**src/rtl/lsu_mem_sequencer.sv**
```systemverilog
// In-order load/store sequencer: request queue -> single data-bus access -> completion.
// Define LSU_SKID_QUEUE_EN for a 2-entry queue (one request may wait behind the one in flight).
module lsu_mem_sequencer #(
  parameter  int NUM_CB_ENTRY = 16,
  localparam int IDXW         = $clog2(NUM_CB_ENTRY)
) (
  input  logic            CLK,
  input  logic            RST,
  input  logic            req_valid,
  output logic            req_ready,
  input  logic [31:0]     req_addr,
  input  logic [31:0]     req_wdata,
  input  logic            req_dren,
  input  logic            req_dwen,
  input  logic [2:0]      req_load_type,
  input  logic [4:0]      req_rd,
  input  logic            req_wen,
  input  logic [IDXW-1:0] req_index,
  input  logic            flush,
  output logic [31:0]     dmem_addr,
  output logic            dmem_ren,
  output logic            dmem_wen,
  output logic [31:0]     dmem_wdata,
  output logic [3:0]      dmem_byte_en,
  input  logic [31:0]     dmem_rdata,
  input  logic            dmem_busy,
  output logic            cpl_valid,
  input  logic            cpl_ready,
  output logic [IDXW-1:0] cpl_index,
  output logic [4:0]      cpl_rd,
  output logic            cpl_wen,
  output logic [31:0]     cpl_data,
  output logic            cpl_exc,
  output logic [3:0]      cpl_cause
);

`ifdef LSU_SKID_QUEUE_EN
  localparam int Q = 2;
`else
  localparam int Q = 1;
`endif
  localparam int PW = (Q > 1) ? $clog2(Q) : 1;

  typedef struct packed {
    logic [31:0]     addr;
    logic [31:0]     wdata;
    logic            store;
    logic [2:0]      ltype;
    logic [4:0]      rd;
    logic            wen;
    logic [IDXW-1:0] index;
  } req_t;

  typedef enum logic [1:0] {IDLE, ACCESS, RESPOND} state_t;
  state_t state, state_nxt;

  req_t            q_mem [2**PW];
  logic [PW-1:0]   rd_ptr, wr_ptr;
  logic [1:0]      count;
  logic            inflight;

  logic            cur_store, cur_wen;
  logic [2:0]      cur_ltype;
  logic [1:0]      cur_off;
  logic [4:0]      cur_rd;
  logic [IDXW-1:0] cur_index;

  logic            push, pop, start_acc, start_exc, acc_done;
  logic            have_cand, cand_mis;
  req_t            inc, cand;
  logic [1:0]      cand_sz;
  logic [3:0]      cand_be;
  logic [31:0]     cand_wd, ld_shift, ld_data;

  function automatic logic [PW-1:0] ptr_inc(input logic [PW-1:0] p);
    return (p == PW'(Q-1)) ? '0 : p + 1'b1;
  endfunction

  // Occupancy counts the popped-but-uncompleted access so a held completion still blocks intake.
  assign req_ready = ({1'b0, count} + {2'b0, inflight}) < 3'(Q);
  assign push      = req_valid && req_ready && !flush;

  assign inc = '{addr: req_addr, wdata: req_wdata, store: req_dwen && !req_dren,
                 ltype: req_load_type, rd: req_rd, wen: req_wen, index: req_index};

  // An empty queue bypasses the incoming request so the bus sees it the next cycle.
  assign have_cand = (count != 2'd0) || push;
  assign cand      = (count != 2'd0) ? q_mem[rd_ptr] : inc;
  assign cand_sz   = cand.ltype[1:0];
  assign cand_mis  = (cand_sz == 2'd1) ? cand.addr[0]
                   : (cand_sz[1] ? (cand.addr[1:0] != 2'b00) : 1'b0);

  always_comb begin
    cand_be = 4'b1111;
    cand_wd = cand.wdata;
    if (cand_sz == 2'd0) begin
      cand_be = 4'b0001 << cand.addr[1:0];
      cand_wd = {4{cand.wdata[7:0]}};
    end else if (cand_sz == 2'd1) begin
      cand_be = 4'b0011 << cand.addr[1:0];
      cand_wd = {2{cand.wdata[15:0]}};
    end
  end

  assign ld_shift = dmem_rdata >> {cur_off, 3'b000};
  always_comb begin
    ld_data = ld_shift;
    case (cur_ltype)
      3'd0:    ld_data = {{24{ld_shift[7]}}, ld_shift[7:0]};
      3'd1:    ld_data = {{16{ld_shift[15]}}, ld_shift[15:0]};
      3'd4:    ld_data = {24'b0, ld_shift[7:0]};
      3'd5:    ld_data = {16'b0, ld_shift[15:0]};
      default: ld_data = ld_shift;
    endcase
  end

  always_ff @(posedge CLK) begin
    if (RST) state <= IDLE;
    else     state <= state_nxt;
  end

  always_comb begin
    state_nxt = state;
    pop       = 1'b0;
    start_acc = 1'b0;
    start_exc = 1'b0;
    acc_done  = 1'b0;
    case (state)
      IDLE: if (have_cand && !flush) begin
        pop = 1'b1;
        if (cand_mis) begin
          start_exc = 1'b1;
          state_nxt = RESPOND;
        end else begin
          start_acc = 1'b1;
          state_nxt = ACCESS;
        end
      end
      // A flushed access still finishes on the bus; inflight=0 marks it as dropped.
      ACCESS: if (!dmem_busy) begin
        acc_done  = 1'b1;
        state_nxt = (flush || !inflight) ? IDLE : RESPOND;
      end
      RESPOND: if (flush || cpl_ready) state_nxt = IDLE;
      default: state_nxt = IDLE;
    endcase
  end

  always_ff @(posedge CLK) begin
    if (push) q_mem[wr_ptr] <= inc;
  end

  always_ff @(posedge CLK) begin
    if (RST) begin
      rd_ptr       <= '0;
      wr_ptr       <= '0;
      count        <= '0;
      inflight     <= 1'b0;
      dmem_addr    <= '0;
      dmem_ren     <= 1'b0;
      dmem_wen     <= 1'b0;
      dmem_wdata   <= '0;
      dmem_byte_en <= '0;
      cur_store    <= 1'b0;
      cur_wen      <= 1'b0;
      cur_ltype    <= '0;
      cur_off      <= '0;
      cur_rd       <= '0;
      cur_index    <= '0;
      cpl_valid    <= 1'b0;
      cpl_index    <= '0;
      cpl_rd       <= '0;
      cpl_wen      <= 1'b0;
      cpl_data     <= '0;
      cpl_exc      <= 1'b0;
      cpl_cause    <= '0;
    end else begin
      if (flush) begin
        rd_ptr <= '0;
        wr_ptr <= '0;
        count  <= '0;
      end else begin
        if (push) wr_ptr <= ptr_inc(wr_ptr);
        if (pop)  rd_ptr <= ptr_inc(rd_ptr);
        count <= count + {1'b0, push} - {1'b0, pop};
      end

      if (flush)                              inflight <= 1'b0;
      else if (pop)                           inflight <= 1'b1;
      else if (state == RESPOND && cpl_ready) inflight <= 1'b0;

      if (start_acc) begin
        dmem_addr    <= {cand.addr[31:2], 2'b00};
        dmem_ren     <= !cand.store;
        dmem_wen     <= cand.store;
        dmem_wdata   <= cand_wd;
        dmem_byte_en <= cand_be;
      end else if (acc_done) begin
        dmem_addr    <= '0;
        dmem_ren     <= 1'b0;
        dmem_wen     <= 1'b0;
        dmem_wdata   <= '0;
        dmem_byte_en <= '0;
      end

      if (pop) begin
        cur_store <= cand.store;
        cur_wen   <= cand.wen;
        cur_ltype <= cand.ltype;
        cur_off   <= cand.addr[1:0];
        cur_rd    <= cand.rd;
        cur_index <= cand.index;
      end

      if (start_exc) begin
        cpl_valid <= 1'b1;
        cpl_index <= cand.index;
        cpl_rd    <= cand.rd;
        cpl_wen   <= 1'b0;
        cpl_data  <= '0;
        cpl_exc   <= 1'b1;
        cpl_cause <= cand.store ? 4'd6 : 4'd4;
      end else if (acc_done && state_nxt == RESPOND) begin
        cpl_valid <= 1'b1;
        cpl_index <= cur_index;
        cpl_rd    <= cur_rd;
        cpl_wen   <= cur_wen && !cur_store;
        cpl_data  <= cur_store ? 32'd0 : ld_data;
        cpl_exc   <= 1'b0;
        cpl_cause <= '0;
      end else if (state == RESPOND && state_nxt == IDLE) begin
        cpl_valid <= 1'b0;
        cpl_index <= '0;
        cpl_rd    <= '0;
        cpl_wen   <= 1'b0;
        cpl_data  <= '0;
        cpl_exc   <= 1'b0;
        cpl_cause <= '0;
      end
    end
  end

endmodule

```
**config.mk**
```make
export PLATFORM = sky130hd
export DESIGN_NAME = lsu_mem_sequencer
export DESIGN_NICKNAME = d
export VERILOG_FILES = /design/src/rtl/lsu_mem_sequencer.sv
export SDC_FILE = /design/constraint.sdc
export NUM_CORES = 1
export LEC_CHECK = 0
export BUFFER_PORTS_ARGS = -buffer_cell sky130_fd_sc_hd__clkbuf_2
export CAP_MARGIN = 20
export CELL_PAD_IN_SITES_DETAIL_PLACEMENT = 1
export CELL_PAD_IN_SITES_GLOBAL_PLACEMENT = 2
export CORE_MARGIN = 2
export CORE_UTILIZATION = 34
export CTS_CLUSTER_SIZE = 16
export DETAILED_ROUTE_END_ITERATION = 7
export PLACE_DENSITY_LB_ADDON = 0.25
export SYNTH_ARGS = -nofsm -noshare
export SYNTH_HDL_FRONTEND = slang
export SYNTH_SLANG_ARGS = --single-unit
```
**constraint.sdc**
```tcl
create_clock -name CLK -period 5.1 [get_ports CLK]
set_input_delay 0.51 -clock CLK [delete_from_list [all_inputs] [get_ports CLK]]
set_output_delay 0.51 -clock CLK [all_outputs]
set_load 0.01 [all_outputs]
```
==> results.toml, run 1 <==
[run_status]
status = "complete, no violations"

[sta]
timing.final.crit_period_ns = 3.42
final.period_utilization_pct = 67.0
setup_violations = 0
rsz0062_at_grt = "false"
tightest_slew_ns = 1.05
setup_slack_ns = 1.68
final.setup.tns_ns = 0
skew_ns = 0.0102
timing.slew.headroom_pct = 30.2
maxSlewViolCount = 0
fmaxAchievable_ghz = 0.292
finalHoldViolCount = 0
hold_ws_ns = 0.176

[power]
worst_vdd_rail_ir_drop_v = 0.000182
powerDensity_mw_per_mm2 = 403
design_power_mw = 4.64
leakage_nw = 4.67

[placed_design]
hpwl_mm = 19.2
globalplace.congestion = 0.734
numPortBuffers = 231
standard_cell_area_after_detailed_placement_mm2 = 0.0107
dp_cells = 1512
post-place-ws_ns = 1.68

[finish]
final_cells = 1560
post_route_cells_drive_above_1_share_pct = 25.8
most_frequent_cells_in_the_layout = "clkbuf_2, nand2_1, dfxtp_1"
final_stage_net_count = 1323
multiInputGateArea_mm2 = 0.00393
syn_to_final_growth_pct = 23.4
sequential_cell_area_mm2 = 0.00502
leading_cell_type_in_the_layout_fill_and_taps_excluded = "clkbuf_2"
final.fill_count = 3158
antennaDiodeCount = 0
fin_util_pct = 42.8
finish.instance_area_mm2 = 0.0115

[min_path]
worst_hold_path_type = "in2reg"
worst_hold_path.endpoint = "q_mem[0][75]"
holdCritStartpoint = "req_addr[29]"
worst_hold_path.num_cells = 1

[detailed_routing]
drc_errors = 0
avgRoutedWirePerCell_um = 18.7
postRouteWirelength_mm = 29.2
dr_total_vias = 8138
final_antenna_net_count = 0
drt-initial-drc-count = 387
drtPass1Iterations = 5
post_drt_via_cell_ratio = 5.22

[grt]
maximum_number_of_pins_on_one_net_before_global_route_repair = 84
most_utilized_layer_in_the_global_route_result = "met2"
grt.met1_usage_pct = 26.3
grt_util_met3_pct = 3.94
grt_util_met2_pct = 33.3
grt_first_pass_wirelength_mm = 45.6
track_usage_pct = 19.8
overflow = 0
via_count_of_the_first_global_routing_pass = 8093
antenna_found_initial = 0

[die]
start_util_pct = 34.7
std_cell_rows = 60
boundaryPins = 236
die_area_mm2 = 0.0288
fp.coreArea_mm2 = 0.0270
chipWidth_um = 170
dieHeight_um = 170

[yosys]
synth_top_area_share_pct = 28.7
yosys_warnings = 0
ranking_of_synthesized_cells_by_area = "dfxtp_1, edfxtp_1, nand2_1, nand3_1, a21oi_1"
ys_seq_area_share_pct = 53.8
most_frequently_used_flop_master_after_synthesis = "dfxtp_1"
synth_cell_types = 55
synth.avg_cell_area_um2 = 9.27
ys_ff_latch = 212
netlist.top_cell.by_area = "dfxtp_1"
post_synth_edffs = 78
post_synth_inst_count = 1008
netlist_area_mm2 = 0.00934
async_reset_ff_share_pct = 0

[worst_setup_path]
r2r-start = "count[0]"
r2r_setup_slack_ns = 1.68
crit_required_ns = 5.53
kind_of_critical_path = "reg2reg"
arrival_worst_endpoint_ns = 3.85
start_kind = "flop"
cp_max_fanout = 32
crit_path_end_kind = "flop"
worst_r2r_endpoint = "dmem_wdata[25]"
r2r_cells = 9

[clock_network]
cts_max_level = 1
post_cts.resized_instances = 0
cts.path.max_buffers = 3
postCtsSetupRepairBufs = 0
root_buffer = "clkbuf_16"
cts-buffers-inserted = 26
cts_hold_repair.buffers = 0
numClockSinks = 212
clk_latency_ns = 0.52
clock_input_transition_at_the_sequential_cells_of_the_worst_setup_and_hold_paths_ns = 0.06
tritoncts = "built"

[flow_run]
maxCapViolations = 0
[area by class of cell]
cell class	instances	area share, %
clock buffer	41	6.75
clock inverter	7	0.543
inverter	8	0.271
multi-input combinational	705	34.1
sequential	212	43.6
tap	341	3.70
timing repair buffer	246	11.0
[report_power, final]
group	leakage [nW]	switching, mW	internal (mW)
registers	1.81	0.0862	1.90
clock network	0.413	0.711	1.09
logic	2.44	0.561	0.292
total	4.67	1.36	3.28
[layer usage]
layer	part of all wire [%]	wire length [um]	vias up
li1	-	-	3951
met1	45	13200	3963
met2	47	13700	197
met3	5.8	1690	27
met4	1.7	486	0
met5	0	0	-
[cell usage after synthesis, drive strengths merged (2+ instances only)]
library cell  count
a21o              9
a21oi           101
nor4b             2
nor3             29
nor2b            10
o211ai            4
inv               7
a221oi            7
a21boi            2
mux2i            46
clkbuf           48
dfxtp           134
nor2             46
nand3b            2
a311oi           13
mux2              8
or3b              2
nand2           222
and2              3
nand3           104
o21ai            23
nor3b             2
o221ai            2
buf              38
a211oi            5
ha                7
nand2b            4
edfxtp           78
a22oi            32
[flip-flops by register name, summed over array words and instances, names as in the netlist, 3 cells and up]
signal	cells
q_mem	78
cpl_data	32
dmem_wdata	32
dmem_addr	30
cpl_rd	5
cur_rd	5
cpl_index	4
cur_index	4
dmem_byte_en	4
cur_ltype	3
[worst max-delay path by stage]
stage,from,endpoint,slack [ns],depth (start not counted)
final,count[0],dmem_wdata[25],1.68,9
after global routing,count[0],dmem_wdata[13],1.34,9
after CTS,count[0],dmem_wdata[25],1.63,9
after detailed placement,dmem_busy,cpl_data[30],1.68,6
after global placement,dmem_busy,cpl_data[30],1.75,6
after floorplan,count[0],q_mem[0][0],1.94,4
[worst max-delay path, stage by stage (launching register included)]
cell and delay [ns]:
dfxtp_1 0.49, ha_1 0.30, nor3b_1 0.22, o21ai_1 0.08, buf_4 0.21, inv_2 0.41, o211a_2 0.79, buf_4 0.47
nand3_1 0.13, a21oi_1 0.19
[logic make-up (layout without fill, tap and decap cells)]
kind of cell	Yosys count	count (layout)	share of synthesized area, %
AO/OA/AOI/OAI	206	206	14.1
XOR/XNOR	2	2	0.188
adder cells (fa/ha/maj)	7	7	0.938
buffers and inverters	94	302	4.38
flip-flops	212	212	53.8
multiplexers	55	55	6.18
other	1	4	0.0401
AND/OR/NAND/NOR	431	431	20.3
(Power assumes the default switching activity.)
==> run 2, diff against run 1 <==
--- a/config.mk
+++ b/config.mk
@@ -10,7 +10,7 @@
 export CELL_PAD_IN_SITES_DETAIL_PLACEMENT = 1
 export CELL_PAD_IN_SITES_GLOBAL_PLACEMENT = 2
 export CORE_MARGIN = 2
-export CORE_UTILIZATION = 34
+export CORE_UTILIZATION = 29
 export CTS_CLUSTER_SIZE = 16
 export DETAILED_ROUTE_END_ITERATION = 7
 export PLACE_DENSITY_LB_ADDON = 0.25
==> constraint.sdc (replaced) <==
create_clock -name CLK -period 2.9 [get_ports CLK]
set_input_delay 0.29 -clock CLK [delete_from_list [all_inputs] [get_ports CLK]]
set_output_delay 0.29 -clock CLK [all_outputs]
set_load 0.01 [all_outputs]
==> results.toml, run 2 (synthesis gave the netlist of run 1 again) <==
[run_status]
status = "complete, no violations"

[finish]
finish.instance_area_mm2 = 0.0126
final_cells = 1718
most_frequent_cells_in_the_layout = "clkbuf_2, nand2_1, dfxtp_1"
final.fill_count = 3687
largest_register = "q_mem"
leading_cell_type_in_the_layout_fill_and_taps_excluded = "clkbuf_2"
post_route_cells_drive_above_1_share_pct = 25.9
final_stage_net_count = 1419
syn_to_final_growth_pct = 35.3
antennaDiodeCount = 0
largest_register_ffs = 78
biggest_registers_after_layout = "q_mem (78), cpl_data (32), dmem_wdata (32)"

[placed_design]
post-place-ws_ns = 0.317
standard_cell_area_after_detailed_placement_mm2 = 0.0110
hpwl_mm = 20.6
globalplace.congestion = 0.736
dp_cells = 1592
numPortBuffers = 231

[die]
chipWidth_um = 183
die_area_mm2 = 0.0337
std_cell_rows = 65
fp.coreArea_mm2 = 0.0316
dieHeight_um = 183
boundaryPins = 236
start_util_pct = 29.5

[min_path]
worst_hold_path_type = "in2reg"

[worst_setup_path]
r2r-start = "count[1]"
kind_of_critical_path = "reg2reg"
start_kind = "flop"
crit_path_end_kind = "flop"
critical-path-max-stage-delay_ns = 0.60
cp_max_fanout = 59
r2r_cells = 8
worst_r2r_endpoint = "cpl_rd[1]"
startpoint_of_the_most_critical_setup_path = "count[1]"
r2r_setup_slack_ns = 0.34
crit_chain = "buf_4 > nor2_4 > buf_4 > o21ai_1 > buf_4 > a21boi_2 > nor3_1 > a311oi_1"
crit_required_ns = 3.33
critPathCapture = "cpl_rd[1]"
arrival_worst_endpoint_ns = 2.98
cp_slowest_cell = "buf_4"
crit_top_cell = "buf_4"

[sta]
timing.final.crit_period_ns = 2.56
setup_slack_ns = 0.343
setup_violations = 0
skew_ns = 0.0177
rsz0062_at_grt = "false"
tightest_slew_ns = 0.907
fmaxAchievable_ghz = 0.391
timing.slew.headroom_pct = 39.6
hold_ws_ns = 0.0858
finalHoldViolCount = 0
final.period_utilization_pct = 88.2
final.setup.tns_ns = 0
maxSlewViolCount = 0

[grt]
via_count_of_the_first_global_routing_pass = 8682
maximum_number_of_pins_on_one_net_before_global_route_repair = 70
antenna_found_initial = 1
track_usage_pct = 18.5
grt_first_pass_wirelength_mm = 49.4
overflow = 0

[detailed_routing]
drt-initial-drc-count = 308
postRouteWirelength_mm = 31.6
post_drt_via_cell_ratio = 4.96
dr_total_vias = 8520
drc_errors = 0
final_antenna_net_count = 0
drtPass1Iterations = 4
avgRoutedWirePerCell_um = 18.4

[clock_network]
clk_latency_ns = 0.53
numClockSinks = 212
cts.path.max_buffers = 3
cts_max_level = 1
root_buffer = "clkbuf_16"
tritoncts = "built"
clock_input_transition_at_the_sequential_cells_of_the_worst_setup_and_hold_paths_ns = 0.06
postCtsSetupRepairBufs = 0
cts-buffers-inserted = 27

[power]
worst_vdd_rail_ir_drop_v = 0.000423
leakage_nw = 5.14
powerDensity_mw_per_mm2 = 670

[flow_run]
maxCapViolations = 0
run 2: cell types whose count changed in the layout (fill, tap and decap cells not counted), sizes merged:
cell         change
dlygate4sd3     +76
clkinv           +2
buf             +19
clkbuf           -2
inv              +1
clkinvlp         +1
run 2: layout make-up:
| class | instances | area (um^2) | share of cell area, % |
|---|---|---|---|
| clock inverters | 11 | 86.3 | 0.683 |
| multi-input cells | 705 | 3930 | 31.1 |
| well taps | 402 | 503 | 3.98 |
| repair buffers | 341 | 2260 | 17.9 |
| flip-flops and latches | 212 | 5020 | 39.8 |
| inverters | 8 | 33.8 | 0.267 |
| clock buffers | 39 | 801 | 6.33 |
run 2: per-stage QoR:
step / total power, mW / util, %
6_report: 8.48 / 40.0
5_1_grt: 8.96 / 40.0
4_1_cts: 8.64 / 39.9
3_5_place_dp: 5.18 / 34.7
3_3_place_gp: 5.16 / 34.7
2_1_floorplan: 4.51 / -
run 2: what timing repair did:
item	4_1_cts	5_1_grt
gates resized for setup	0	0
hold buffers	75	1
hold endpoints to repair	75	1
run 2: report_power, final:
group          internal, mW  switching [mW]
registers              3.34           0.127
clock network          2.00            1.31
logic                 0.645            1.06
run 2: layer usage:
layer	vias up	routed length [um]	GRT usage, %
met4	0	546	3.84
met2	221	14900	31.2
met1	4111	14500	24.7
li1	4152	-	-
met5	-	0	0
met3	36	1620	3.39
run 2: worst min-delay path by stage:
stage                   from            end  slack [ns]  depth (start not counted)
6_report           dmem_busy       state[0]        0.09                          3
5_1_grt            dmem_busy       state[0]        0.08                          3
4_1_cts         req_wdata[2]   q_mem[0][16]      0.0003                          1
3_5_place_dp   dmem_addr[23]  dmem_addr[23]        0.46                          2
3_3_place_gp    cpl_data[15]   cpl_data[15]        0.45                          2
2_1_floorplan   req_index[0]    q_mem[0][0]        0.39                          0
run 2: critical path: cells and delay by family, from the launching register on:
kind,cells,cell delay [ns]
buffers and inverters,3,0.97
AOI/OAI and AO/OA,3,0.88
DFF,1,0.31
and+or+nand+nor,2,0.28
